File: src/rtl/bus_arbiter.sv
// Two-master bus arbiter: round-robin grant, latched bus operands, and external
// transfers that finish on ext_ack or are aborted with err after TIMEOUT wait cycles.
module bus_arbiter #(
  parameter int unsigned TIMEOUT = 15,
  parameter int unsigned AW      = 32,
  parameter int unsigned DW      = 32
) (
  input  logic          Clk,
  input  logic          Rst,
  input  logic          req0,
  input  logic          req1,
  input  logic          wr_rd0,
  input  logic          wr_rd1,
  input  logic [AW-1:0] addr0,
  input  logic [AW-1:0] addr1,
  input  logic [DW-1:0] wdata0,
  input  logic [DW-1:0] wdata1,
  output logic          ack0,
  output logic          ack1,
  output logic          err,
  output logic          gnt0,
  output logic          gnt1,
  output logic          bus_valid,
  output logic          wr_rd,
  output logic [AW-1:0] ADDR,
  output logic [DW-1:0] Data_BUS_WRITE,
  input  logic          ext_sel,
  input  logic          ext_ack
);

  // The counter only ever holds 0 .. TIMEOUT-1.
  localparam int unsigned CntW = (TIMEOUT < 2) ? 1 : $clog2(TIMEOUT);

  typedef enum logic [1:0] {StIdle, StBusy, StDone} state_e;

  state_e          state_q, state_d;
  logic            owner_q, owner_d;
  logic            last_q, last_d;
  logic [CntW-1:0] cnt_q, cnt_d;
  logic            bus_wr_q, bus_wr_d;
  logic [AW-1:0]   bus_addr_q, bus_addr_d;
  logic [DW-1:0]   bus_wdata_q, bus_wdata_d;
  logic            ack0_q, ack0_d;
  logic            ack1_q, ack1_d;
  logic            err_q, err_d;
  logic            pick;
  logic            done;
  logic            timeout;

  always_ff @(posedge Clk) begin
    if (Rst) begin
      state_q     <= StIdle;
      owner_q     <= 1'b0;
      last_q      <= 1'b1;
      cnt_q       <= '0;
      bus_wr_q    <= 1'b0;
      bus_addr_q  <= '0;
      bus_wdata_q <= '0;
      ack0_q      <= 1'b0;
      ack1_q      <= 1'b0;
      err_q       <= 1'b0;
    end else begin
      state_q     <= state_d;
      owner_q     <= owner_d;
      last_q      <= last_d;
      cnt_q       <= cnt_d;
      bus_wr_q    <= bus_wr_d;
      bus_addr_q  <= bus_addr_d;
      bus_wdata_q <= bus_wdata_d;
      ack0_q      <= ack0_d;
      ack1_q      <= ack1_d;
      err_q       <= err_d;
    end
  end

  always_comb begin
    state_d     = state_q;
    owner_d     = owner_q;
    last_d      = last_q;
    cnt_d       = cnt_q;
    bus_wr_d    = bus_wr_q;
    bus_addr_d  = bus_addr_q;
    bus_wdata_d = bus_wdata_q;
    ack0_d      = 1'b0;
    ack1_d      = 1'b0;
    err_d       = 1'b0;
    pick        = 1'b0;
    done        = 1'b0;
    timeout     = 1'b0;
    unique case (state_q)
      StIdle: begin
        if (req0 || req1) begin
          // On a tie the port not served last wins.
          pick        = (req0 && req1) ? ~last_q : req1;
          owner_d     = pick;
          last_d      = pick;
          cnt_d       = '0;
          bus_wr_d    = pick ? wr_rd1 : wr_rd0;
          bus_addr_d  = pick ? addr1 : addr0;
          bus_wdata_d = pick ? wdata1 : wdata0;
          state_d     = StBusy;
        end
      end
      StBusy: begin
        if (!ext_sel) begin
          done = 1'b1;
        end else if (cnt_q == CntW'(TIMEOUT - 1)) begin
          // Timeout takes priority over a simultaneous ext_ack.
          done    = 1'b1;
          timeout = 1'b1;
        end else if (ext_ack) begin
          done = 1'b1;
        end else begin
          cnt_d = cnt_q + CntW'(1);
        end
        if (done) begin
          state_d = StDone;
          ack0_d  = ~owner_q;
          ack1_d  = owner_q;
          err_d   = timeout;
        end
      end
      StDone: state_d = StIdle;
      default: state_d = StIdle;
    endcase
  end

  assign gnt0           = (state_q != StIdle) && !owner_q;
  assign gnt1           = (state_q != StIdle) && owner_q;
  assign bus_valid      = (state_q == StBusy);
  assign wr_rd          = bus_wr_q;
  assign ADDR           = bus_addr_q;
  assign Data_BUS_WRITE = bus_wdata_q;
  assign ack0           = ack0_q;
  assign ack1           = ack1_q;
  assign err            = err_q;

endmodule

File: config.mk
export PLATFORM = sky130hd
export DESIGN_NAME = bus_arbiter
export DESIGN_NICKNAME = d
export VERILOG_FILES = /design/src/rtl/bus_arbiter.sv
export SDC_FILE = /design/constraint.sdc
export NUM_CORES = 1
export LEC_CHECK = 0
export BUFFER_PORTS_ARGS = -buffer_cell sky130_fd_sc_hd__buf_2
export CORE_MARGIN = 2
export CORE_UTILIZATION = 30
export CTS_CLUSTER_SIZE = 12
export DETAILED_ROUTE_END_ITERATION = 8
export GPL_TIMING_DRIVEN = 1
export PLACE_DENSITY_LB_ADDON = 0.25
export SLEW_MARGIN = 0
export SYNTH_ARGS = -nofsm -noshare
export SYNTH_HDL_FRONTEND = slang
export SYNTH_SLANG_ARGS = --single-unit
File: constraint.sdc
create_clock -name Clk -period 1.9 [get_ports Clk]
set_input_delay 0.19 -clock Clk [delete_from_list [all_inputs] [get_ports Clk]]
set_output_delay 0.19 -clock Clk [all_outputs]
set_load 0.03 [all_outputs]
==> impl_metrics.env <==
export IMPL_timing_worst_setup_path_type="reg2out"
export IMPL_slew_limit_headroom_pct=67.6
export IMPL_detail_route_iter0_violations=175
export IMPL_crit_required_ns=1.71
export IMPL_post_route_cells_drive_above_1_share_pct=50.5
export IMPL_netlist_top_cells_area="dfxtp_1, mux2i_1, a211oi_2"
export IMPL_r2r_start="cnt_q[0]$_SDFFE_PP0P_"
export IMPL_dr_total_vias=3398
export IMPL_yosysSeqAreaShare_pct=40.7
export IMPL_synth_top_area_share_pct=40.7
export IMPL_port_buffers=206
export IMPL_worst_clock_skew_ns=0.00848
export IMPL_ff2ff_setup_slack_ns=0.28
export IMPL_worst_setup_hold_path_clk_slew_ns=0.06
export IMPL_route_met2_wl_um=4590
export IMPL_antennaDiodeCount=0
export IMPL_synth_edf_count=0
export IMPL_hold_violation_count_in_the_final_report=0
export IMPL_min_path_type="in2reg"
export IMPL_cts_made_buffers=9
export IMPL_cp_startpoint="state_q[0]$_SDFFE_PP0P_"
export IMPL_clock_path_buffers=2
export IMPL_start_util_pct=30.9
export IMPL_slowest_stage="dfxtp_1"
export IMPL_detailroute_wirelength_met3_um=763
export IMPL_worst_setup_path_end_kind="output port"
export IMPL_die_area_um2=13400
export IMPL_ys_top_cells_by_count="dfxtp_1, a21oi_1, mux2i_1"
export IMPL_clock_root_buffer="clkbuf_16"
export IMPL_max_cap_viol_count=0
export IMPL_ir_drop_mv=0.408
export IMPL_post_cts_buffers=0
export IMPL_setup_violations=0
export IMPL_netlist_area_um2=3740
export IMPL_finalMaxSlewViolations=0
export IMPL_ios=207
export IMPL_cells_on_worst_reg2reg_path=5
export IMPL_remaining_drc_errors=0
export IMPL_post_dp_hpwl_um=7130
export IMPL_power_density_nw_per_um2=959
export IMPL_clock_latency_ns=0.33
export IMPL_top_layer_used="met4"
export IMPL_layout_worst_path_cycle_share_pct=86.7
export IMPL_critPathMaxStageDelay_ns=0.47
export IMPL_overflow_left_after_global_routing=0
export IMPL_rsz0062_at_grt="false"
export IMPL_synth_seq_cells=76
export IMPL_fp_row_count=40
export IMPL_final_cells=715
export IMPL_die_height_um=116
export IMPL_syn_nets=491
export IMPL_wl_met1_um=4280
export IMPL_syn_mean_instance_area_um2=10.6
export IMPL_cts_repair_resized=0
export IMPL_detailedRoute_firstPassIterationCount=4
export IMPL_postSynth_topFlopCell="dfxtp_1"
export IMPL_finalInstanceArea_um2=5210
export IMPL_synth_most_common_cell="dfxtp_1"
export IMPL_synth_lib_cells_used_distinct=34
export IMPL_cts_h_tree_depth=3
export IMPL_worstMarginPinSlew_ns=0.486
export IMPL_wire_per_inst_um=13.6
export IMPL_first_global_vias=3239
export IMPL_gr_usage_all_layers_pct=13.9
export IMPL_cts_sinks=76
export IMPL_critical_path_endpoint="gnt1"
export IMPL_detail_route_vias_per_cell=4.75
export IMPL_globalplace_congestion=0.757
export IMPL_outcome="complete, no violations"
export IMPL_cts_hold_buffers_added=0
export IMPL_cts_tree="done"
export IMPL_final_nets=680
export IMPL_chip_width_um=116
export IMPL_antenna_violating_nets_post_route=0
export IMPL_critical_path_startpoint_type="flop"
export IMPL_leakagePower_uw=0.00234
export IMPL_crit_path_cell_trace="or2_1, and2_1, buf_2"
export IMPL_design_core_area_um2=12100
export IMPL_final_period_minus_worst_setup_slack_ns=1.65
export IMPL_grt_max_degree=39
export IMPL_grt_first_pass_wirelength_um=15000
export IMPL_max_fo_critical_path=7
export IMPL_synth_largest_area_cell="dfxtp_1"
export IMPL_placedInstanceArea_um2=4910
export IMPL_routed_wirelength_um=9710
export IMPL_setup_tns_final_ns=0
export IMPL_numPlacedInstances=699
export IMPL_synth_async_reset_ratio_pct=0
export IMPL_initial_antenna_violation_count=0
export IMPL_highest_clock_frequency_the_design_can_meet_ghz=0.607
export IMPL_synthCells=353
export IMPL_timing_rr_end="cnt_q[3]$_SDFFE_PP0P_"
export IMPL_syn_to_final_growth_pct=39.3
export IMPL_cp_arrival_ns=1.46
export IMPL_yosys_warning_count=0
## cells by family after synthesis
kind of cell | count (synthesis) | share of synthesized area [%]
AOI/OAI and AO/OA | 144 | 29.7
DFF | 76 | 40.7
muxes | 65 | 17.4
buffers and inverters | 41 | 6.86
and+or+nand+nor | 25 | 4.72
adders and majority gates | 2 | 0.669
## critical path: cells and delay by family (launching register included)
kind,cells,cell delay [ns]
DFF,1,0.47
and+or+nand+nor,2,0.47
buffers and inverters,1,0.19
## layout make-up
| cell class | count | area (µm²) |
|---|---|---|
| sequential | 76 | 1520 |
| timing repair buffer | 216 | 1180 |
| multi-input combinational | 236 | 1980 |
| clock inverter | 5 | 60.1 |
| tap | 168 | 210 |
| fill | 1202 | 6900 |
| clock buffer | 11 | 243 |
| inverter | 3 | 11.3 |
## state kept, by name (all words and copies together), names as in the netlist
register        flops
err                 1
last_q              1
Data_BUS_WRITE     32
ack1                1
cnt_q               4
ack0                1
state_q             2
ADDR               32
owner_q             1
wr_rd               1
## worst min path at each step
stage / startpoint / to / slack (ns) / cells after the start
after global routing: ext_ack / state_q[1]$_SDFFE_PP0P_ / 0.18 / 2
after CTS: ext_ack / state_q[1]$_SDFFE_PP0P_ / 0.15 / 2
final: ext_ack / state_q[1]$_SDFFE_PP0P_ / 0.15 / 2
after floorplan: ext_sel / err$_SDFF_PP0_ / 0.34 / 1
after detailed placement: owner_q$_SDFFE_PP0P_ / ack0$_SDFF_PP0_ / 0.47 / 1
after global placement: owner_q$_SDFFE_PP0P_ / ack0$_SDFF_PP0_ / 0.49 / 1
## per-layer routing
metal / vias up / GRT usage (%)
met5: - / 0
li1: 1711 / -
met2: 131 / 23.2
met3: 8 / 4.13
met1: 1548 / 17.2
met4: 0 / 4.37
## layout by cell type (no fill, tap or decap), types with 3 or more instances in the layout
cell type / netlist / final
o221ai_1: 3 / 3
mux2i_1: 65 / 65
clkbuf_16: 0 / 9
nor2b_1: 5 / 5
buf_12: 0 / 6
buf_2: 4 / 205
buf_4: 4 / 5
dfxtp_1: 76 / 76
a21oi_1: 68 / 68
a211oi_2: 39 / 39
inv_1: 3 / 3
a211oi_1: 26 / 26
## through the flow
stage / hold slack (ns) / total power (µW) / util [%] / worst slack, ns
2_1_floorplan: 0.336 / 2890 / - / 0.334
3_3_place_gp: 0.485 / 3310 / 40.5 / 0.369
3_5_place_dp: 0.474 / 3330 / 40.5 / 0.300
4_1_cts: 0.155 / 5070 / 43.0 / 0.237
5_1_grt: 0.179 / 5270 / 43.0 / 0.152
6_report: 0.154 / 5000 / 43.0 / 0.252
## power breakdown
group	total (µW)	internal (µW)	switching, µW
sequential	1870	1770	92.8
clock	1720	1060	661
combinational	1420	537	879
Power figures use the tool's default switching activity.
